### src/rtl/life_scheduler_if.sv
// Seeder, stepper and arena port-B signals owned by the life scheduler.
// master = scheduler side, slave = client/arena side.
interface life_scheduler_if #(
  parameter int ARENA_WIDTH = 48,
  parameter int ROW_BITS    = 10
);
  logic                   seed_start;
  logic                   seed_ready;
  logic [ROW_BITS-1:0]    seed_row;
  logic [ARENA_WIDTH-1:0] seed_cols;
  logic                   seed_write;

  logic                   step_start;
  logic                   step_ready;
  logic [ROW_BITS-1:0]    step_row;
  logic [ARENA_WIDTH-1:0] step_cols;
  logic                   step_write;

  logic [ROW_BITS-1:0]    arena_row;
  logic [ARENA_WIDTH-1:0] arena_cols;
  logic                   arena_write;

  modport master (
    output seed_start, step_start, arena_row, arena_cols, arena_write,
    input  seed_ready, seed_row, seed_cols, seed_write,
    input  step_ready, step_row, step_cols, step_write
  );

  modport slave (
    input  seed_start, step_start, arena_row, arena_cols, arena_write,
    output seed_ready, seed_row, seed_cols, seed_write,
    output step_ready, step_row, step_cols, step_write
  );
endinterface

### src/rtl/life_scheduler.sv
// Arbitrates arena port B between the seeder and the generation stepper:
// one seeding pass on request, then paced free-running generation steps.
module life_scheduler #(
  parameter int ARENA_WIDTH = 48,
  parameter int ROW_BITS    = 10,
  parameter int PERIOD_BITS = 24
) (
  input  logic                   clk,
  input  logic                   reset_n,
  input  logic                   seed_req,
  input  logic                   run,
  input  logic [PERIOD_BITS-1:0] step_period,
  output logic                   busy,
  output logic [31:0]            generation,
  life_scheduler_if.master       bus
);

  typedef enum logic [2:0] {
    IDLE, SEED_GO, SEED_ARM, SEED_WAIT, PACE, STEP_GO, STEP_ARM, STEP_WAIT
  } state_t;

  typedef enum logic [1:0] {OWN_NONE, OWN_SEED, OWN_STEP} owner_t;

  state_t                 state_reg, state_next;
  owner_t                 owner_reg, owner_next;
  logic                   seed_pending_reg, seed_pending_next;
  logic                   seeded_reg, seeded_next;
  logic [PERIOD_BITS-1:0] pace_reg, pace_next;
  logic [31:0]            generation_reg, generation_next;
  logic [PERIOD_BITS-1:0] pace_last;

  // A zero period behaves like a period of one.
  assign pace_last = (step_period == '0) ? '0 : step_period - PERIOD_BITS'(1);

  always_ff @(posedge clk or negedge reset_n) begin
    if (!reset_n) begin
      state_reg        <= IDLE;
      owner_reg        <= OWN_NONE;
      seed_pending_reg <= 1'b0;
      seeded_reg       <= 1'b0;
      pace_reg         <= '0;
      generation_reg   <= '0;
    end else begin
      state_reg        <= state_next;
      owner_reg        <= owner_next;
      seed_pending_reg <= seed_pending_next;
      seeded_reg       <= seeded_next;
      pace_reg         <= pace_next;
      generation_reg   <= generation_next;
    end
  end

  always_comb begin
    state_next      = state_reg;
    owner_next      = owner_reg;
    seeded_next     = seeded_reg;
    pace_next       = pace_reg;
    generation_next = generation_reg;

    case (state_reg)
      IDLE: begin
        if (seed_pending_reg)
          state_next = SEED_GO;
        else if (run && (generation_reg != 32'd0 || seeded_reg))
          state_next = PACE;
      end
      SEED_GO: begin
        owner_next = OWN_SEED;
        state_next = SEED_ARM;
      end
      // The client may still report ready in the cycle it sees start.
      SEED_ARM: state_next = SEED_WAIT;
      SEED_WAIT: begin
        if (bus.seed_ready) begin
          owner_next      = OWN_NONE;
          generation_next = '0;
          seeded_next     = 1'b1;
          state_next      = IDLE;
        end
      end
      PACE: begin
        if (seed_pending_reg) begin
          pace_next  = '0;
          state_next = SEED_GO;
        end else if (!run) begin
          pace_next  = '0;
          state_next = IDLE;
        end else if (pace_reg >= pace_last) begin
          pace_next  = '0;
          state_next = STEP_GO;
        end else begin
          pace_next = pace_reg + PERIOD_BITS'(1);
        end
      end
      STEP_GO: begin
        owner_next = OWN_STEP;
        state_next = STEP_ARM;
      end
      STEP_ARM: state_next = STEP_WAIT;
      STEP_WAIT: begin
        if (bus.step_ready) begin
          owner_next      = OWN_NONE;
          generation_next = generation_reg + 32'd1;
          pace_next       = '0;
          if (seed_pending_reg)
            state_next = SEED_GO;
          else if (run)
            state_next = PACE;
          else
            state_next = IDLE;
        end
      end
      default: state_next = IDLE;
    endcase

    // A request arriving as SEED_GO is entered is kept rather than lost.
    seed_pending_next = seed_pending_reg;
    if (state_next == SEED_GO && state_reg != SEED_GO)
      seed_pending_next = 1'b0;
    if (seed_req)
      seed_pending_next = 1'b1;
  end

  always_comb begin
    bus.arena_row   = '0;
    bus.arena_cols  = '0;
    bus.arena_write = 1'b0;
    case (owner_reg)
      OWN_SEED: begin
        bus.arena_row   = bus.seed_row;
        bus.arena_cols  = bus.seed_cols;
        bus.arena_write = bus.seed_write;
      end
      OWN_STEP: begin
        bus.arena_row   = bus.step_row;
        bus.arena_cols  = bus.step_cols;
        bus.arena_write = bus.step_write;
      end
      default: ;
    endcase
  end

  assign bus.seed_start = (state_reg == SEED_GO);
  assign bus.step_start = (state_reg == STEP_GO);
  assign busy           = (state_reg != IDLE);
  assign generation     = generation_reg;

endmodule

### src/flat_wrapper.sv
// flat-port wrapper written by rule: the top's interface ports become plain ports
module life_scheduler_flat 
#(
  parameter int ARENA_WIDTH = 48,
  parameter int ROW_BITS    = 10,
  parameter int PERIOD_BITS = 24
)
  (clk, reset_n, seed_req, run, step_period, busy, generation, bus_seed_start, bus_step_start, bus_arena_row, bus_arena_cols, bus_arena_write, bus_seed_ready, bus_seed_row, bus_seed_cols, bus_seed_write, bus_step_ready, bus_step_row, bus_step_cols, bus_step_write);
  life_scheduler_if #(.ARENA_WIDTH(ARENA_WIDTH), .ROW_BITS(ROW_BITS)) bus_i ();
  input  logic clk;
  input  logic reset_n;
  input  logic seed_req;
  input  logic run;
  input  logic [PERIOD_BITS-1:0] step_period;
  output logic busy;
  output logic [31:0] generation;
  output wire logic [$bits(bus_i.seed_start)-1:0] bus_seed_start;
  output wire logic [$bits(bus_i.step_start)-1:0] bus_step_start;
  output wire logic [$bits(bus_i.arena_row)-1:0] bus_arena_row;
  output wire logic [$bits(bus_i.arena_cols)-1:0] bus_arena_cols;
  output wire logic [$bits(bus_i.arena_write)-1:0] bus_arena_write;
  input wire logic [$bits(bus_i.seed_ready)-1:0] bus_seed_ready;
  input wire logic [$bits(bus_i.seed_row)-1:0] bus_seed_row;
  input wire logic [$bits(bus_i.seed_cols)-1:0] bus_seed_cols;
  input wire logic [$bits(bus_i.seed_write)-1:0] bus_seed_write;
  input wire logic [$bits(bus_i.step_ready)-1:0] bus_step_ready;
  input wire logic [$bits(bus_i.step_row)-1:0] bus_step_row;
  input wire logic [$bits(bus_i.step_cols)-1:0] bus_step_cols;
  input wire logic [$bits(bus_i.step_write)-1:0] bus_step_write;
  assign bus_seed_start = bus_i.seed_start;
  assign bus_step_start = bus_i.step_start;
  assign bus_arena_row = bus_i.arena_row;
  assign bus_arena_cols = bus_i.arena_cols;
  assign bus_arena_write = bus_i.arena_write;
  assign bus_i.seed_ready = bus_seed_ready;
  assign bus_i.seed_row = bus_seed_row;
  assign bus_i.seed_cols = bus_seed_cols;
  assign bus_i.seed_write = bus_seed_write;
  assign bus_i.step_ready = bus_step_ready;
  assign bus_i.step_row = bus_step_row;
  assign bus_i.step_cols = bus_step_cols;
  assign bus_i.step_write = bus_step_write;
  life_scheduler #(.ARENA_WIDTH(ARENA_WIDTH), .ROW_BITS(ROW_BITS), .PERIOD_BITS(PERIOD_BITS)) u_core (.clk(clk), .reset_n(reset_n), .seed_req(seed_req), .run(run), .step_period(step_period), .busy(busy), .generation(generation), .bus(bus_i));
endmodule
### config.mk
export PLATFORM = sky130hd
export DESIGN_NAME = life_scheduler_flat
export DESIGN_NICKNAME = d
export VERILOG_FILES = /design/src/rtl/life_scheduler_if.sv /design/src/rtl/life_scheduler.sv /design/src/flat_wrapper.sv
export SDC_FILE = /design/constraint.sdc
export NUM_CORES = 1
export LEC_CHECK = 0
export CAP_MARGIN = 20
export CORE_AREA = 2 2 121 123
export DETAILED_ROUTE_END_ITERATION = 12
export DIE_AREA = 0 0 123 125
export PLACE_DENSITY = 0.76
export SYNTH_ARGS = -nofsm -noshare
export SYNTH_HDL_FRONTEND = slang
export SYNTH_SLANG_ARGS = --single-unit
### constraint.sdc
create_clock -name clk -period 2.15 [get_ports clk]
set_input_delay 0.215 -clock clk [delete_from_list [all_inputs] [get_ports clk]]
set_output_delay 0.215 -clock clk [all_outputs]
set_load 0.01 [all_outputs]
==> results of run 1 <==
==> cells by family (layout without fill, tap and decap cells) <==
group	after synthesis	after routing	synth area share [%]
other	0	2	0
AOI/OAI and AO/OA	135	135	17.87
muxes	3	3	0.6706
xor gates and xnor gates	53	53	8.886
buffers and inverters	57	384	4.814
DFF	63	63	30.18
and+or+nand+nor	326	326	30.16
adders and majority gates	31	31	7.425
==> metrics by stage <==
| step | setup slack [ns] | std cells |
|---|---|---|
| 2_1_floorplan | -1.131 | 668 |
| 3_3_place_gp | -1.677 | 1141 |
| 3_5_place_dp | -1.745 | 1141 |
| 4_1_cts | -1.020 | 1172 |
| 5_1_grt | -1.315 | 1181 |
| 6_report | -1.166 | 1181 |
==> synth_stat cells, types with 2 or more instances <==
library cell,n,area share (%)
xnor2_1,16,2.7
o22ai_1,3,0.36
ha_1,31,7.4
nand2b_1,5,0.60
dfrtp_1,63,30
inv_1,19,1.4
or4_4,2,0.43
clkbuf_1,31,2.2
and3_1,8,0.96
mux2i_1,2,0.38
a22o_1,5,0.84
o21ai_0,21,2.0
xor2_1,37,6.2
or2_2,4,0.48
o311ai_0,6,1.0
a22oi_1,60,8.6
buf_8,2,0.57
a31oi_1,5,0.60
and2_1,6,0.72
buf_2,3,0.29
nand3_1,28,2.7
or3_1,11,1.3
nand2_1,69,5.0
and4_1,4,0.67
nand2_2,4,0.48
nor4_2,2,0.48
nor3_1,14,1.3
nor2_1,121,8.7
nor2b_1,2,0.24
nand4_1,25,3.0
a211oi_1,2,0.29
nor4_1,13,1.6
a21oi_1,20,1.9
==> worst reg2reg max path, cell delays in order (launching register included) <==
cell,delay [ns]
dfrtp_1,0.44
ha_4,0.29
nand4_1,0.15
nor4_2,0.34
buf_4,0.19
a41oi_2,0.10
buf_6,0.18
a21oi_4,0.21
buf_8,0.18
nor2_4,0.04
==> report_power, final <==
| part | total, mW | internal, mW | switching (mW) |
|---|---|---|---|
| clock network | 1.57 | 1.02 | 0.550 |
| logic | 3.69 | 1.80 | 1.90 |
| registers | 1.44 | 1.30 | 0.140 |
==> final timing paths <==
check                                    start  slack (ns)  cells past startpoint                 endpoint
max                            step_period[18]       -1.17                     16      u_core.pace_reg[11]
min                                    reset_n        0.35                      2     u_core.generation[5]
max reg2reg                u_core.pace_reg[19]       -0.08                      9      u_core.pace_reg[11]
min reg2reg                  u_core.seeded_reg        0.49                      1        u_core.seeded_reg
max in group asynchronous              reset_n        1.06                      3      u_core.owner_reg[0]
min in group clk                      seed_req        0.46                      2  u_core.seed_pending_reg
==> area by class of cell <==
cell class	count	area (um^2)	area share [%]
antenna	2	5.005	0.05256
clock buffer	9	225.2	2.365
clock inverter	7	97.59	1.025
inverter	19	71.32	0.7489
multi-input combinational	548	3954	41.52
sequential	63	1577	16.55
tap	184	230.2	2.418
timing repair buffer	349	3363	35.32
==> metal layers <==
layer | up-vias | GRT usage, %
li1 | 3062 | -
met1 | 3041 | 29.70
met2 | 257 | 48.23
met3 | 44 | 4.562
met4 | 0 | 7.620
met5 | - | 0
==> what timing repair did <==
| action | CTS | global route |
|---|---|---|
| endpoints found under the hold margin | 16 | 0 |
| buffers inserted | 8 | 7 |
| gates resized for setup | 156 | 64 |
| hold buffers | 1 | 0 |
| setup endpoints to repair | 84 | 41 |
| pin swaps | 32 | 32 |
| gates cloned | 6 | 0 |
==> results.sh, run 1 <==
export IMPL_status="finished, violations left"
export IMPL_violations="setup timing"
export IMPL_syn_to_final_growth_pct=82.30
export IMPL_via_per_inst=5.423
export IMPL_critPathRequiredTime_ns=2.36
export IMPL_min_path_type="input pin to async pin"
export IMPL_fill_cells=1112
export IMPL_num_vias=6404
export IMPL_synth_nets=847
export IMPL_cap_viol_max_count=0
export IMPL_track_usage_pct=25.90
export IMPL_largest_register_ff_count=32
export IMPL_cts_sinks=63
export IMPL_highest_signal_layer="met4"
export IMPL_cts_root_buf="clkbuf_16"
export IMPL_worst_setup_path_start_kind="input pin"
export IMPL_ys_warn_count=0
export IMPL_finalSetupViolCount=25
export IMPL_grt_pass1_wl_um=31660
export IMPL_cts_buffers=9
export IMPL_syn_area_um2=5224
export IMPL_maxSlewViolCount=0
export IMPL_path_clk_slew_ns=0.06
export IMPL_path_max_fanout=8
export IMPL_async_flop_share_pct=100.0
export IMPL_ant_nets=0
export IMPL_h_tree_depth=3
export IMPL_fin_area_um2=9523
export IMPL_final_common_cell="clkdlybuf4s50_1"
export IMPL_tns_ns=-27.85
export IMPL_finalClockSkew_ns=0.004772
export IMPL_crit_arrival_ns=3.52
export IMPL_die_x_um=123
export IMPL_vdd_ir_drop_max_uv=593.4
export IMPL_drc=0
export IMPL_cts_tree="done"
export IMPL_cp_common_cell="buf_6"
export IMPL_wire_per_inst_um=17.80
export IMPL_fmax_ghz=0.3015
export IMPL_fin_hold_ws_ns=0.3475
export IMPL_core_area_um2=14200
export IMPL_most_common_layout_cells="clkdlybuf4s50_1, nor2_1, buf_4"
export IMPL_syn_avg_cell_area_um2=7.820
export IMPL_place_gp_congestion=0.8539
export IMPL_die_area_um2=15380
export IMPL_grt_pass1_vias=6370
export IMPL_min_period_ns=3.316
export IMPL_path_buf_inv=5
export IMPL_synth_edf_count=0
export IMPL_slew_headroom_pct=69.19
export IMPL_fin_ws_ns=-1.166
export IMPL_drtPass1Iterations=5
export IMPL_ys_ff_latch=63
export IMPL_p_leak_nw=4.204
export IMPL_fin_nets=1169
export IMPL_clockBufferDepth=2
export IMPL_initial_core_util_pct=36.78
export IMPL_rows=44
export IMPL_path_cells="clkbuf_2 -> or4_4 -> or3_4 -> buf_6 -> nor3_4 -> xor2_1 -> nand2_1 -> ha_4 -> nand4_1 -> nor4_2 -> buf_4 -> a41oi_2 -> buf_6 -> a21oi_4 -> buf_8 -> nor2_4"
export IMPL_fin_total_pwr_mw=6.703
export IMPL_cp_end_kind="flop"
export IMPL_drive_gt1_share_pct=23.92
export IMPL_hold_viol=0
export IMPL_final_util_pct=67.05
export IMPL_ios=242
export IMPL_fin_crit_sh_pct=154.2
export IMPL_place_area_um2=8512
export IMPL_path_delay_family="simple AND/OR/NAND/NOR gates"
export IMPL_worst_slew_pin_slew_ns=0.4584
export IMPL_wl_um=21030
export IMPL_yosysSeqAreaShare_pct=30.18
export IMPL_wl_met2_um=11350
export IMPL_power_density_nw_per_um2=703.9
export IMPL_io_buffers=241
export IMPL_cp_slowest_cell="or4_4"
export IMPL_gr_total_overflow=0
export IMPL_clk_latency_ns=0.33
export IMPL_wl_met1_um=7892
export IMPL_yosysUniqueCellTypes=57
export IMPL_wl_met3_um=1240
export IMPL_antenna_found_initial=2
export IMPL_path_class="input pin to flop"
export IMPL_synth_ff_type="dfrtp_1"
export IMPL_grt_max_degree=60
export IMPL_drtIter0Drc=374
export IMPL_max_stage_delay_ns=0.54
export IMPL_die_y_um=125
export IMPL_hpwl_um=14870
export IMPL_syn_inst=668
export IMPL_rsz0062_at_grt="yes"
(Power assumes the default switching activity.)
==> run 2: changes to the inputs <==
CORE_AREA = 2 2 110 112   (was 2 2 121 123)
DIE_AREA = 0 0 112 114   (was 0 0 123 125)
PLACE_DENSITY = 0.87   (was 0.76)
clock period = 4 ns   (was 2.15 ns; I/O delays follow)
==> results.sh, run 2 (synthesis results as in run 1) <==
export IMPL_io_buffers=241
export IMPL_status="complete, no violations"
export IMPL_clkPwrFrac_pct=25.9
export IMPL_drtIter0Drc=461
export IMPL_setup_worst_path_start="step_period[19]"
export IMPL_largest_register_ff_count=32
export IMPL_die_area_um2=12770
export IMPL_p_seq_share_pct=24.3
export IMPL_min_period_ns=3.875
export IMPL_fin_crit_sh_pct=96.87
export IMPL_diodes=0
export IMPL_worst_setup_path_start_kind="input pin"
export IMPL_grt_max_degree=60
export IMPL_clk_latency_ns=0.33
export IMPL_core_area_um2=11710
export IMPL_antenna_found_initial=0
export IMPL_die_x_um=112
export IMPL_hold_viol=0
export IMPL_drtPass1Iterations=5
export IMPL_track_usage_pct=28.01
export IMPL_crit_arrival_ns=4.09
export IMPL_intPower_mw=2.075
export IMPL_path_max_fanout=15
export IMPL_reg2reg_depth=6
export IMPL_ant_nets=0
export IMPL_fin_hold_ws_ns=0.03582
export IMPL_cts_setup_buffers=0
export IMPL_grt_pass1_vias=6043
export IMPL_wl_um=18900
export IMPL_die_y_um=114
export IMPL_ctsHoldBuffers=0
export IMPL_clockBufferDepth=2
export IMPL_gr_total_overflow=0
export IMPL_hpwl_um=13850
export IMPL_place_worst_setup_slack_ns=-0.2351
export IMPL_worst_slew_pin_slew_ns=1.043
export IMPL_h_tree_depth=3
export IMPL_wire_per_inst_um=17.55
export IMPL_cts_tree="done"
export IMPL_rows=40
export IMPL_switching_power_mw=1.262
export IMPL_min_path_type="input pin to async pin"
export IMPL_drive_gt1_share_pct=9.570
export IMPL_path_class="input pin to flop"
export IMPL_fill_cells=864
export IMPL_num_vias=6189
export IMPL_cap_viol_max_count=0
export IMPL_cts_buffers=9
export IMPL_critPathRequiredTime_ns=4.21
export IMPL_path_clk_slew_ns=0.06
export IMPL_place_gp_congestion=0.8749
export IMPL_fin_nets=1104
export IMPL_p_sw_share_pct=37.83
export IMPL_cts_sinks=63
export IMPL_grt_pass1_wl_um=29230
export IMPL_vdd_ir_drop_max_uv=381.7
export IMPL_most_common_layout_cells="clkdlybuf4s50_1, nor2_1, nand2_1"
export IMPL_p_leak_nw=3.487
export IMPL_ios=242
export IMPL_syn_to_final_growth_pct=59.95
export IMPL_crit_reg2reg_launch="u_core.state_reg[2]"
export IMPL_fmax_ghz=0.2581
export IMPL_slew_headroom_pct=30.49
export IMPL_power_density_nw_per_um2=399.4
export IMPL_final_common_cell="clkdlybuf4s50_1"
export IMPL_finalSetupViolCount=0
export IMPL_comb_power_share_pct=49.8
export IMPL_drc=0
export IMPL_finalClockSkew_ns=0.006337
export IMPL_via_per_inst=5.747
export IMPL_cp_end_kind="flop"
export IMPL_tns_ns=0
export IMPL_cts_root_buf="clkbuf_16"
export IMPL_maxSlewViolCount=0
export IMPL_initial_core_util_pct=44.60
export IMPL_fin_ws_ns=0.1251
## run 2: final cells by class
| class | instances | area (um^2) | area share, % |
|---|---|---|---|
| repair buffers | 284 | 2743 | 32.82 |
| inverters | 19 | 71.32 | 0.8535 |
| flip-flops and latches | 63 | 1577 | 18.87 |
| multi-input cells | 548 | 3450 | 41.28 |
| well taps | 147 | 183.9 | 2.201 |
| clock inverters | 6 | 92.59 | 1.108 |
| clock buffers | 10 | 239.0 | 2.860 |
## run 2: metrics by stage
step | area, um^2 | util, % | total power [mW] | cells
2_1_floorplan | 5224 | - | 1.641 | 668
6_report | 8356 | 71.35 | 3.337 | 1077
4_1_cts | 8287 | 70.76 | 3.332 | 1076
5_1_grt | 8356 | 71.35 | 3.546 | 1077
3_5_place_dp | 7955 | 67.93 | 2.456 | 1060
3_3_place_gp | 7955 | 67.93 | 2.448 | 1060
## run 2: power by group through the flow
stage	logic (mW)	clock network, mW	registers, mW
after CTS	1.66	0.864	0.808
final	1.66	0.866	0.811
after floorplan	0.876	0	0.765
after detailed placement	1.64	0	0.817
after global routing	1.82	0.899	0.826
after global placement	1.63	0	0.816
## run 2: layer usage
layer	track usage, %	vias up	part of all wire, %
li1	-	2926	-
met1	32.46	2954	37
met2	51.39	262	52
met3	7.173	47	8.0
met4	7.886	0	2.5
met5	0	-	0
## run 2: path summary, 6_finish.rpt
path                                               to  slack (ns)
worst min-delay path             u_core.generation[4]        0.04
worst max register to register  u_core.generation[31]        1.56
worst min register to register      u_core.seeded_reg        0.50
min in group clk                    u_core.seeded_reg        0.50
max in group asynchronous       u_core.generation[27]        3.13
worst max-delay path              u_core.pace_reg[14]        0.13
## run 2: critical path, stage by stage
cell and delay [ns]:
clkdlybuf4s50_1 0.42, or4_4 0.54, or3_4 0.35, or3_4 0.43
buf_4 0.21, nand2_1 0.07, ha_1 0.24, a21oi_1 0.13
o21ai_0 0.09, a211oi_1 0.34, buf_4 0.20, and2_1 0.20
nand2_1 0.12, o311ai_0 0.34
## run 2: repair_timing
action,CTS,global route
resized for setup,0,10
endpoints found under the hold margin,0,0
endpoints found under the setup margin,0,25
